==> config.mk <==
export PLATFORM = sky130hd
export DESIGN_NAME = btn_clasificador
export DESIGN_NICKNAME = d
export VERILOG_FILES = /design/src/rtl/btn_pkg.sv /design/src/rtl/btn_clasificador_chk.sv /design/src/rtl/btn_clasificador.sv
export SDC_FILE = /design/constraint.sdc
export NUM_CORES = 1
export LEC_CHECK = 0
export ABC_CLOCK_PERIOD_IN_PS = 3100
export CORE_ASPECT_RATIO = 0.8
export CORE_MARGIN = 2
export CORE_UTILIZATION = 60
export CTS_CLUSTER_SIZE = 20
export DETAILED_ROUTE_END_ITERATION = 8
export PLACE_DENSITY = 0.78
export SLEW_MARGIN = 20
export SYNTH_ARGS = -nofsm -noshare
export SYNTH_HDL_FRONTEND = slang
export SYNTH_HIERARCHICAL = 1
export SYNTH_SLANG_ARGS = --single-unit
==> constraint.sdc <==
create_clock -name clk -period 3.1 [get_ports clk]
set_clock_uncertainty 0.05 [all_clocks]
set_input_delay 0.62 -clock clk [delete_from_list [all_inputs] [get_ports clk]]
set_output_delay 0.62 -clock clk [all_outputs]
set_load 0.1 [all_outputs]
==> src/rtl/btn_pkg.sv <==
// -----------------------------------------------------------------------------
// btn_pkg
// Shared definitions for the button press classifier:
//   - estado_t        : 2-bit classifier state (REPOSO / PRESIONADO / SOSTENIDO)
//   - *_DEF constants : default hold and repeat lengths for a 50 MHz clock
//   - max_u/cnt_width : helpers that size the shared hold/repeat counter
// -----------------------------------------------------------------------------
package btn_pkg;

    // Encoding 2'd3 is unused; the classifier treats it as a fault and
    // recovers to REPOSO.
    typedef enum logic [1:0] {
        REPOSO     = 2'd0,
        PRESIONADO = 2'd1,
        SOSTENIDO  = 2'd2
    } estado_t;

    // 3 s long-press threshold and 0.5 s auto-repeat period at 50 MHz.
    localparam int unsigned COUNT_LARGO_DEF   = 32'd150_000_000;
    localparam int unsigned COUNT_REPETIR_DEF = 32'd25_000_000;

    function automatic int unsigned max_u(input int unsigned a, input int unsigned b);
        if (a > b) begin
            return a;
        end else begin
            return b;
        end
    endfunction

    // One counter serves both the long-press and the repeat phases, so it is
    // sized for the larger of the two thresholds (never narrower than 1 bit).
    function automatic int unsigned cnt_width(input int unsigned a, input int unsigned b);
        int unsigned w;
        w = $clog2(max_u(a, b));
        if (w < 32'd1) begin
            return 32'd1;
        end else begin
            return w;
        end
    endfunction

endpackage

==> src/rtl/btn_clasificador_chk.sv <==
// -----------------------------------------------------------------------------
// btn_clasificador_chk
// Simulation-only checker for btn_clasificador.
//   - parameters : COUNT_LARGO, COUNT_REPETIR (must both be >= 2)
//   - clk, reset : clock and active-low asynchronous reset of the classifier
//   - pulso_*    : the three classifier event outputs
// -----------------------------------------------------------------------------
module btn_clasificador_chk #(
    parameter int unsigned COUNT_LARGO   = 32'd2,
    parameter int unsigned COUNT_REPETIR = 32'd2
) (
    input logic clk,
    input logic reset,
    input logic pulso_corto,
    input logic pulso_largo,
    input logic pulso_repetir
);

    // Parameter ranges and mutual exclusion of the event pulses.
    always @(posedge clk) begin
        if (reset) begin
            assert (COUNT_LARGO >= 32'd2)
                else $error("btn_clasificador: COUNT_LARGO must be >= 2");
            assert (COUNT_REPETIR >= 32'd2)
                else $error("btn_clasificador: COUNT_REPETIR must be >= 2");
            assert ($onehot0({pulso_corto, pulso_largo, pulso_repetir}))
                else $error("btn_clasificador: event pulses overlap");
        end
    end

endmodule

==> src/rtl/btn_clasificador.sv <==
// -----------------------------------------------------------------------------
// btn_clasificador
// Turns a debounced button level into single-cycle event pulses.
//   Parameters:
//     COUNT_LARGO   : hold length (cycles) that makes a long press, >= 2
//     COUNT_REPETIR : auto-repeat period (cycles) after a long press, >= 2
//     REPETIR_EN    : 1 = emit auto-repeat pulses, 0 = suppress them
//   Ports:
//     clk           : system clock (posedge)
//     reset         : asynchronous active-low reset
//     boton_in      : debounced button level, 1 = pressed, already in clk domain
//     pulso_corto   : 1-cycle pulse, press released before the long threshold
//     pulso_largo   : 1-cycle pulse, hold reached COUNT_LARGO
//     pulso_repetir : 1-cycle pulse every COUNT_REPETIR cycles after pulso_largo
//     presionado    : level, high while a press is being tracked
// -----------------------------------------------------------------------------
module btn_clasificador
    import btn_pkg::*;
#(
    parameter int unsigned COUNT_LARGO   = COUNT_LARGO_DEF,
    parameter int unsigned COUNT_REPETIR = COUNT_REPETIR_DEF,
    parameter bit          REPETIR_EN    = 1'b1
) (
    input  logic clk,
    input  logic reset,
    input  logic boton_in,
    output logic pulso_corto,
    output logic pulso_largo,
    output logic pulso_repetir,
    output logic presionado
);

    localparam int unsigned        CNT_W       = cnt_width(COUNT_LARGO, COUNT_REPETIR);
    localparam logic [CNT_W-1:0]   LARGO_FIN   = CNT_W'(COUNT_LARGO - 32'd1);
    localparam logic [CNT_W-1:0]   REPETIR_FIN = CNT_W'(COUNT_REPETIR - 32'd1);
    localparam logic [CNT_W-1:0]   CNT_CERO    = {CNT_W{1'b0}};
    localparam logic [CNT_W-1:0]   CNT_UNO     = {{(CNT_W-1){1'b0}}, 1'b1};

    estado_t          state_q, state_d;
    logic [CNT_W-1:0] cnt_q, cnt_d;
    logic             boton_prev_q;
    logic             pulso_corto_q, pulso_corto_d;
    logic             pulso_largo_q, pulso_largo_d;
    logic             pulso_repetir_q, pulso_repetir_d;
    logic             presionado_q, presionado_d;
    logic             flanco_subida_s;

    // A press only starts on a fresh 0->1 edge; boton_prev resets to 1 so a
    // button held through reset release is ignored until it is seen at 0.
    assign flanco_subida_s = boton_in & ~boton_prev_q;

    // Next-state, counter and event-pulse decode.
    always_comb begin
        state_d         = state_q;
        cnt_d           = cnt_q;
        pulso_corto_d   = 1'b0;
        pulso_largo_d   = 1'b0;
        pulso_repetir_d = 1'b0;

        case (state_q)
            REPOSO: begin
                cnt_d = CNT_CERO;
                if (flanco_subida_s) begin
                    state_d = PRESIONADO;
                end else begin
                    state_d = REPOSO;
                end
            end

            PRESIONADO: begin
                // Release is tested first so it wins over the long threshold.
                if (!boton_in) begin
                    pulso_corto_d = 1'b1;
                    state_d       = REPOSO;
                    cnt_d         = CNT_CERO;
                end else if (cnt_q == LARGO_FIN) begin
                    pulso_largo_d = 1'b1;
                    state_d       = SOSTENIDO;
                    cnt_d         = CNT_CERO;
                end else begin
                    state_d = PRESIONADO;
                    cnt_d   = cnt_q + CNT_UNO;
                end
            end

            SOSTENIDO: begin
                if (!boton_in) begin
                    state_d = REPOSO;
                    cnt_d   = CNT_CERO;
                end else if (!REPETIR_EN) begin
                    state_d = SOSTENIDO;
                    cnt_d   = CNT_CERO;
                end else if (cnt_q == REPETIR_FIN) begin
                    pulso_repetir_d = 1'b1;
                    state_d         = SOSTENIDO;
                    cnt_d           = CNT_CERO;
                end else begin
                    state_d = SOSTENIDO;
                    cnt_d   = cnt_q + CNT_UNO;
                end
            end

            default: begin
                // Unused encoding: return to idle silently.
                state_d = REPOSO;
                cnt_d   = CNT_CERO;
            end
        endcase

        // Registered from the next state so it tracks state without extra lag.
        presionado_d = (state_d != REPOSO);
    end

    // State, counter, input history and registered outputs.
    always_ff @(posedge clk or negedge reset) begin
        if (!reset) begin
            state_q         <= REPOSO;
            cnt_q           <= CNT_CERO;
            boton_prev_q    <= 1'b1;
            pulso_corto_q   <= 1'b0;
            pulso_largo_q   <= 1'b0;
            pulso_repetir_q <= 1'b0;
            presionado_q    <= 1'b0;
        end else begin
            state_q         <= state_d;
            cnt_q           <= cnt_d;
            boton_prev_q    <= boton_in;
            pulso_corto_q   <= pulso_corto_d;
            pulso_largo_q   <= pulso_largo_d;
            pulso_repetir_q <= pulso_repetir_d;
            presionado_q    <= presionado_d;
        end
    end

    assign pulso_corto   = pulso_corto_q;
    assign pulso_largo   = pulso_largo_q;
    assign pulso_repetir = pulso_repetir_q;
    assign presionado    = presionado_q;

`ifndef SYNTHESIS
    btn_clasificador_chk #(
        .COUNT_LARGO   (COUNT_LARGO),
        .COUNT_REPETIR (COUNT_REPETIR)
    ) u_chk (
        .clk           (clk),
        .reset         (reset),
        .pulso_corto   (pulso_corto_q),
        .pulso_largo   (pulso_largo_q),
        .pulso_repetir (pulso_repetir_q)
    );
`endif

endmodule

# Word-level counts from Yosys, hierarchy flattened
# Cells that the tools add are included.
# totals
ff_bits	35
latchBits	0
ramBits	0
romBits	0
inputBits	3
output_inout_bits	4
elab_cells	34
memories	0
# classes
addsub	1
n_mul	0
n_div	0
n_lt_le_gt_ge	0
eq_ne	4
n_shift	0
n_mux	18
bitwise	2
n_reduce_logical	2
# op_table
operator	n
$mux 28	4
$pmux 28 s2	1
$add 28x1->28 const B	1
$eq 28x25->1 const B	1
$eq 28x28->1 const B	1
$mux 1	9
$mux 2	3
$pmux 2 s3	1
$eq 2x1->1 const B	1
$eq 2x2->1 const B	1
$logic_not 2->1	1
$reduce_bool 2->1	1
$and 1x1->1	1
$not 1->1	1

# Logic depth before layout (Yosys ltp)
# Gate-level depths: netlist of the first run.
# logic_depth
depth_word	5
depth_mapped	6
ltp_nobuf	5

# Least setup slack after synthesis of the first run
# OpenSTA, ideal clock, no wires.
# synth_timing
path_type	reg-to-reg
start	register cnt_q[0]
end	register cnt_q[24]
setup_ns	0.094
arrival_time_ns	2.099
required_time_ns	2.956
path_slack_ns	0.857
path_stages_with_launch	6
path_buffers	0
synth_period_minus_slack_ns	2.243
path_cell_list	dfrtp_1 -> ha_1 -> nand4_2 -> or4_4 -> or4_1 -> a221oi_2
# synth_between
elab_chain_len	4
elab_cells_between_ends	8
cone_classes	add/sub: 1; eq/ne: 2; mux: 5
# synth_lines
item	line	rtl
start: declaration	btn_clasificador.sv:40	logic [CNT_W-1:0] cnt_q, cnt_d;
start signal: assignment	btn_clasificador.sv:126	cnt_q <= cnt_d;
$add 28x1->28 (tied with other cells)	btn_clasificador.sv:82, btn_clasificador.sv:99	
$mux 28 (on tied branches)	btn_clasificador.sv:93, btn_clasificador.sv:76	
$mux 28 (on tied branches)	btn_clasificador.sv:87, btn_clasificador.sv:72	
$pmux 28 s2 *	btn_clasificador.sv:60	case (state_q)
named net cnt_d[24]	btn_clasificador.sv:40	
# Mark *: on every way through the listed nets, which the timed path passes. The rest lies on a longest branch.

# Worst setup path after layout of the first run
# layout_timing
start	register cnt_q[0]
end	register cnt_q[26]
# The elaborated chain is that of the path after synthesis.

==> results of run 1 <==
## power groups by stage
stage	registers [uW]	clock network [uW]	logic, uW
after detailed placement	472	0	65.0
after global routing	464	346	70.3
final	463	321	64.6
after global placement	472	0	63.4
after floorplan	485	0	23.3
after CTS	463	324	65.5
## stage by stage
stage | utilization (%) | area, sq um | total power [uW]
detailed placement | 66.9 | 2080 | 537
global route | 69.5 | 2160 | 880
CTS | 69.5 | 2160 | 853
global placement | 66.9 | 2080 | 535
floorplan | - | 1980 | 509
finish | 69.5 | 2160 | 849
## path summary, 6_finish.rpt
kind / startpoint / endpoint / slack [ps] / cells after the start
worst max-delay path: cnt_q[0]$_DFF_PN0_ / cnt_q[26]$_DFF_PN0_ / 580 / 5
worst min-delay path: cnt_q[0]$_DFF_PN0_ / cnt_q[0]$_DFF_PN0_ / 500 / 1
worst max register to register: cnt_q[0]$_DFF_PN0_ / cnt_q[26]$_DFF_PN0_ / 580 / 5
worst min register to register: cnt_q[0]$_DFF_PN0_ / cnt_q[0]$_DFF_PN0_ / 500 / 1
max in group asynchronous: reset / boton_prev_q$_DFF_PN1_ / 1990 / 2
min in group asynchronous: reset / cnt_q[10]$_DFF_PN0_ / 680 / 2
## cells in the final DEF, fill, tap and decap left out, types with 4 or more instances in the layout
cell | netlist | layout
inv_1 | 8 | 8
nor4_1 | 4 | 4
clkbuf_8 | 0 | 5
a221oi_2 | 5 | 5
nand2_1 | 12 | 12
nor2_1 | 6 | 6
a211oi_1 | 13 | 13
o31ai_1 | 6 | 6
or4_1 | 8 | 8
ha_1 | 5 | 5
dfrtp_1 | 34 | 34
nor3_1 | 4 | 4
nand4_1 | 9 | 9
o21ai_0 | 7 | 7
nand3_1 | 8 | 8
a21oi_1 | 4 | 4
a221oi_1 | 8 | 8
or3_1 | 7 | 7
xnor2_1 | 9 | 9
buf_4 | 0 | 9
## cell families after synthesis
logic type,share of synthesized area [%]
AO/OA/AOI/OAI,20.1
XOR/XNOR,5.31
adder cells (fa/ha/maj),3.16
buffers and inverters,3.85
flip-flops,44.3
AND/OR/NAND/NOR,23.3
## layout make-up
type                       count  area (sq um)  share of cell area [%]
clock buffer                   8          80.1                    3.71
inverter                       8          30.0                    1.39
multi-input combinational    139          1040                    47.9
sequential                    35           877                    40.6
tap                           40          50.0                    2.32
timing repair buffer          11          87.6                    4.05
## layer usage
| metal | track usage [%] | share of wire [%] | vias to the layer above | routed length, um |
|---|---|---|---|---|
| li1 | - | - | 780 | - |
| met1 | 40.2 | 44 | 803 | 1980 |
| met2 | 38.3 | 46 | 69 | 2100 |
| met3 | 6.72 | 7.9 | 18 | 361 |
| met4 | 11.7 | 2.5 | 0 | 114 |
| met5 | 0 | 0 | - | 0 |
## registers in the layout, summed over array words and instances, names as in the netlist
register and count:
pulso_repetir 1, pulso_largo 1, presionado 1, pulso_corto 1
boton_prev_q 1, cnt_q 28, state_q 2
## critical path: cells and delay by family, from the launching register on
| family | cells | cell delay [ps] |
|---|---|---|
| AO/OA/AOI/OAI | 1 | 250 |
| adder cells (fa/ha/maj) | 1 | 260 |
| flip-flops | 1 | 430 |
| AND/OR/NAND/NOR | 3 | 1420 |
==> metrics.cfg, run 1 <==
[yosys]
yosysWarnings = 6
syn_inst = 191
ys.flop_type = dfrtp_1
synth_area_sq_um = 1980
avgSynthCellArea_sq_um = 10.4
ys_ff_latch = 35
synth_cell_type_count = 39
synth_area_leaders = dfrtp_1 43%, a211oi_1 4.9%, xnor2_1 4.0%, a221oi_2 3.8%, a221oi_1 3.5%
synth-edff-count = 0
yosys.area.top_type = dfrtp_1
synth.most_common_cell = dfrtp_1
async_reset_ff_share_pct = 100
syn_nets = 199
synth_top_area_share_pct = 43.0
seq_area_frac_synth_pct = 44.3
synth_commonest_cells = 34 x dfrtp_1, 13 x a211oi_1, 12 x nand2_1, 9 x nand4_1, 9 x xnor2_1

[global_route]
grt_overflow = 0
grt_pass1_vias = 1610
grt_max_degree = 36
antenna_found_initial = 0
grt_pass1_wl_mm = 7.77
grt_usage_pct = 27.4

[pwr]
swShare_pct = 25.1
pwr_density_cell_nw_per_um2 = 393
netSwitchingPower_uw = 213
p_clk_share_pct = 37.8
intPower_uw = 636
pwr-share-seq_pct = 54.6
p_leak_uw = 0.000738
p_comb_share_pct = 7.6
irDropWorstVdd_uv = 300

[placement]
place.gp.congestion = 0.906
port_buffers = 6
dp_hpwl_mm = 3.11
placed_cells = 233
dp_slack_ps = 612

[cells_and_area]
nNetsFinal = 208
instances_no_fill = 241
fill_cells = 245
antennaDiodeCount = 0
drive_gt1_share_pct = 13.9
syn_to_final_growth_pct = 9.10

[sta]
tightestPinTransition_ps = 846
hold_slack_ps = 501
slew_headroom_pct = 43.6
rsz0062_at_grt = false
fin_tns_setup_ps = 0
fmax_ghz = 0.396
period_minus_slack_ps = 2520
finalCritPeriodShare_pct = 81.4
finalSetupViolations = 0
slew_viol_final = 0
finalWorstSetupSlack_ps = 576
hold_viol_final = 0

[critical_path]
path_cells = ha_1, nand4_2, or4_4, or4_1, a221oi_2
cp_slowest_cell = or4_4
cp_data_required_time_ps = 3250
end_kind = flip-flop
cpPeakStageDelay_ps = 680
path_class = flip-flop to flip-flop
path_max_fanout = 13
worstPathArrival_ps = 2670
setup.worst_path.start_class = flip-flop

[floorplanning]
num_io_pins = 7
initial_core_util_pct = 63.7
die_y_um = 55.4
core_area_sq_um = 3110
die_area_sq_um = 3780
die_w_um = 68.2
rows = 18

[routing]
vias = 1670
wl_mm = 4.55
first_iter_violations = 208
firstDrtPassIters = 7
wire_per_inst_um = 18.9
post-route-drc-count = 0
vias_per_cell = 6.93
final_antenna_net_count = 0

[clock_tree]
clock_latency_ps = 300
ctsResizeCount = 0
cts_max_path_buffers = 2
cts_buffers = 5
clkSinkCount = 35
cts_hold_buf = 0
clk_pin_slew_ps = 70
post_cts_buffers = 0
clockRootBuffer = clkbuf_8
tritoncts = built
htreeDepth = 2

[status]
status = finished, final reports clean

[flow_run]
cap_violations = 0

[min_path]
hold_path_class = flip-flop to flip-flop

No activity file was read; power rests on OpenSTA's default activity.
==> run 2: changes to the inputs <==
- ABC_CLOCK_PERIOD_IN_PS: 3100 -> 2300
- CORE_UTILIZATION: 60 -> 54
- PLACE_DENSITY: 0.78 -> 0.75
- clock period: 3.1 -> 2.3 ns (I/O delays scaled with it)
==> metrics.cfg, run 2 (synthesis gave the netlist of run 1 again) <==
[sta]
period_minus_slack_ps = 2220
finalCritPeriodShare_pct = 96.7
fmax_ghz = 0.450
finalSetupViolations = 0
tightestPinTransition_ps = 438
slew_viol_final = 0
slew_headroom_pct = 70.8
hold_viol_final = 0
rsz0062_at_grt = true

[critical_path]
path_max_fanout = 13
worstPathArrival_ps = 2370
end_kind = flip-flop
cp_data_required_time_ps = 2450
path_class = flip-flop to flip-flop
setup.worst_path.start_class = flip-flop

[floorplanning]
core_area_sq_um = 3470
die_area_sq_um = 4170
die_y_um = 58.2
rows = 19
die_w_um = 71.7
initial_core_util_pct = 57.1
num_io_pins = 7

[cells_and_area]
syn_to_final_growth_pct = 14.8
drive_gt1_share_pct = 19.6
largest_reg_flops = 28
nNetsFinal = 221
regMostFlops = cnt_q
fill_cells = 260
layout_commonest_cell = dfrtp_1
final_util_pct = 65.5
reg.largest.list = cnt_q (28), state_q (2)
antennaDiodeCount = 0
final_cell_mix = 34 x dfrtp_1, 21 x buf_4, 13 x a211oi_1

[clock_tree]
clock_latency_ps = 290
htreeDepth = 2
cts_buffers = 5
clk_pin_slew_ps = 70
clockRootBuffer = clkbuf_8
tritoncts = built
clkSinkCount = 35
ctsResizeCount = 0
cts_max_path_buffers = 2
cts_hold_buf = 0

[routing]
vias = 1666
final_antenna_net_count = 0
wire_per_inst_um = 17.4
first_iter_violations = 150
post-route-drc-count = 0
wl_mm = 4.46
firstDrtPassIters = 4
vias_per_cell = 6.51

[pwr]
irDropWorstVdd_uv = 424
p_leak_uw = 0.000806
pwr_density_cell_nw_per_um2 = 503
finalPower_uw = 1140

[placement]
place.gp.congestion = 0.933
port_buffers = 6
dp_hpwl_mm = 3.08

[global_route]
grt_pass1_vias = 1588
grt_max_degree = 36
grt_usage_pct = 23.5
antenna_found_initial = 0
grt_overflow = 0
grt_pass1_wl_mm = 7.52

[status]
status = finished, final reports clean

[flow_run]
cap_violations = 0

[min_path]
hold_path_class = input pin to asynchronous set/reset pin

==> run 2: final timing paths <==
path	slack, ps	end	depth (start not counted)	from
max	80	cnt_q[26]$_DFF_PN0_	5	cnt_q[1]$_DFF_PN0_
min	530	cnt_q[7]$_DFF_PN0_	2	reset
max reg2reg	80	cnt_q[26]$_DFF_PN0_	5	cnt_q[1]$_DFF_PN0_
min reg2reg	530	cnt_q[0]$_DFF_PN0_	2	cnt_q[0]$_DFF_PN0_
max in group asynchronous	1340	boton_prev_q$_DFF_PN1_	2	reset
min in group clk	530	cnt_q[0]$_DFF_PN0_	2	cnt_q[0]$_DFF_PN0_
==> run 2: what timing repair did <==
item	4_1_cts	5_1_grt
setup buffers	0	4
endpoints found under the hold margin	0	0
setup endpoints to repair	0	5
==> run 2: metrics by stage <==
| stage | setup slack (ps) | cell area [sq um] | TNS [ps] | hold slack [ps] | std cells |
|---|---|---|---|---|---|
| after floorplan | 57.1 | 1980 | 0 | 114 | 191 |
| after global placement | 117 | 2160 | 0 | 484 | 244 |
| after detailed placement | 45.9 | 2160 | 0 | 502 | 244 |
| after CTS | 27.9 | 2240 | 0 | 533 | 252 |
| after global routing | -16.4 | 2270 | -27.1 | 541 | 256 |
| final | 77.0 | 2270 | 0 | 527 | 256 |
==> run 2: final cells by class <==
class	instances	area, sq um	area share, %
multi-input cells	139	1040	45.5
clock inverters	1	5.00	0.220
well taps	42	52.6	2.31
inverters	8	30.0	1.32
flip-flops and latches	35	877	38.6
clock buffers	7	76.3	3.36
repair buffers	24	198	8.69
==> run 2: worst max-delay path: stages (launching register included) <==
cell and delay (ps):
dfrtp_1 400, ha_1 200, nand4_2 110, or4_4 590
or4_1 520, a221oi_2 260
==> run 2: power by group <==
part | total [uW] | switching [uW] | leakage [uW] | internal, uW
logic | 93.0 | 68.4 | 0.000281 | 24.6
registers | 624 | 2.80 | 0.000483 | 621
clock network | 427 | 215 | 0.0000422 | 212
total | 1140 | 286 | 0.000806 | 858
==> run 2: metal layers <==
| layer | vias to the layer above | global-route usage [%] | wire length [um] |
|---|---|---|---|
| li1 | 799 | - | - |
| met1 | 812 | 32.5 | 2070 |
| met2 | 48 | 37.8 | 2060 |
| met3 | 7 | 5.22 | 281 |
| met4 | 0 | 6.20 | 42 |
| met5 | - | 0 | 0 |
==> run 3: changes to the inputs <==
- SLEW_MARGIN: 20 -> unset
==> results of run 3 <==
The final DEF is identical to that of run 2; final timing and power are the same.
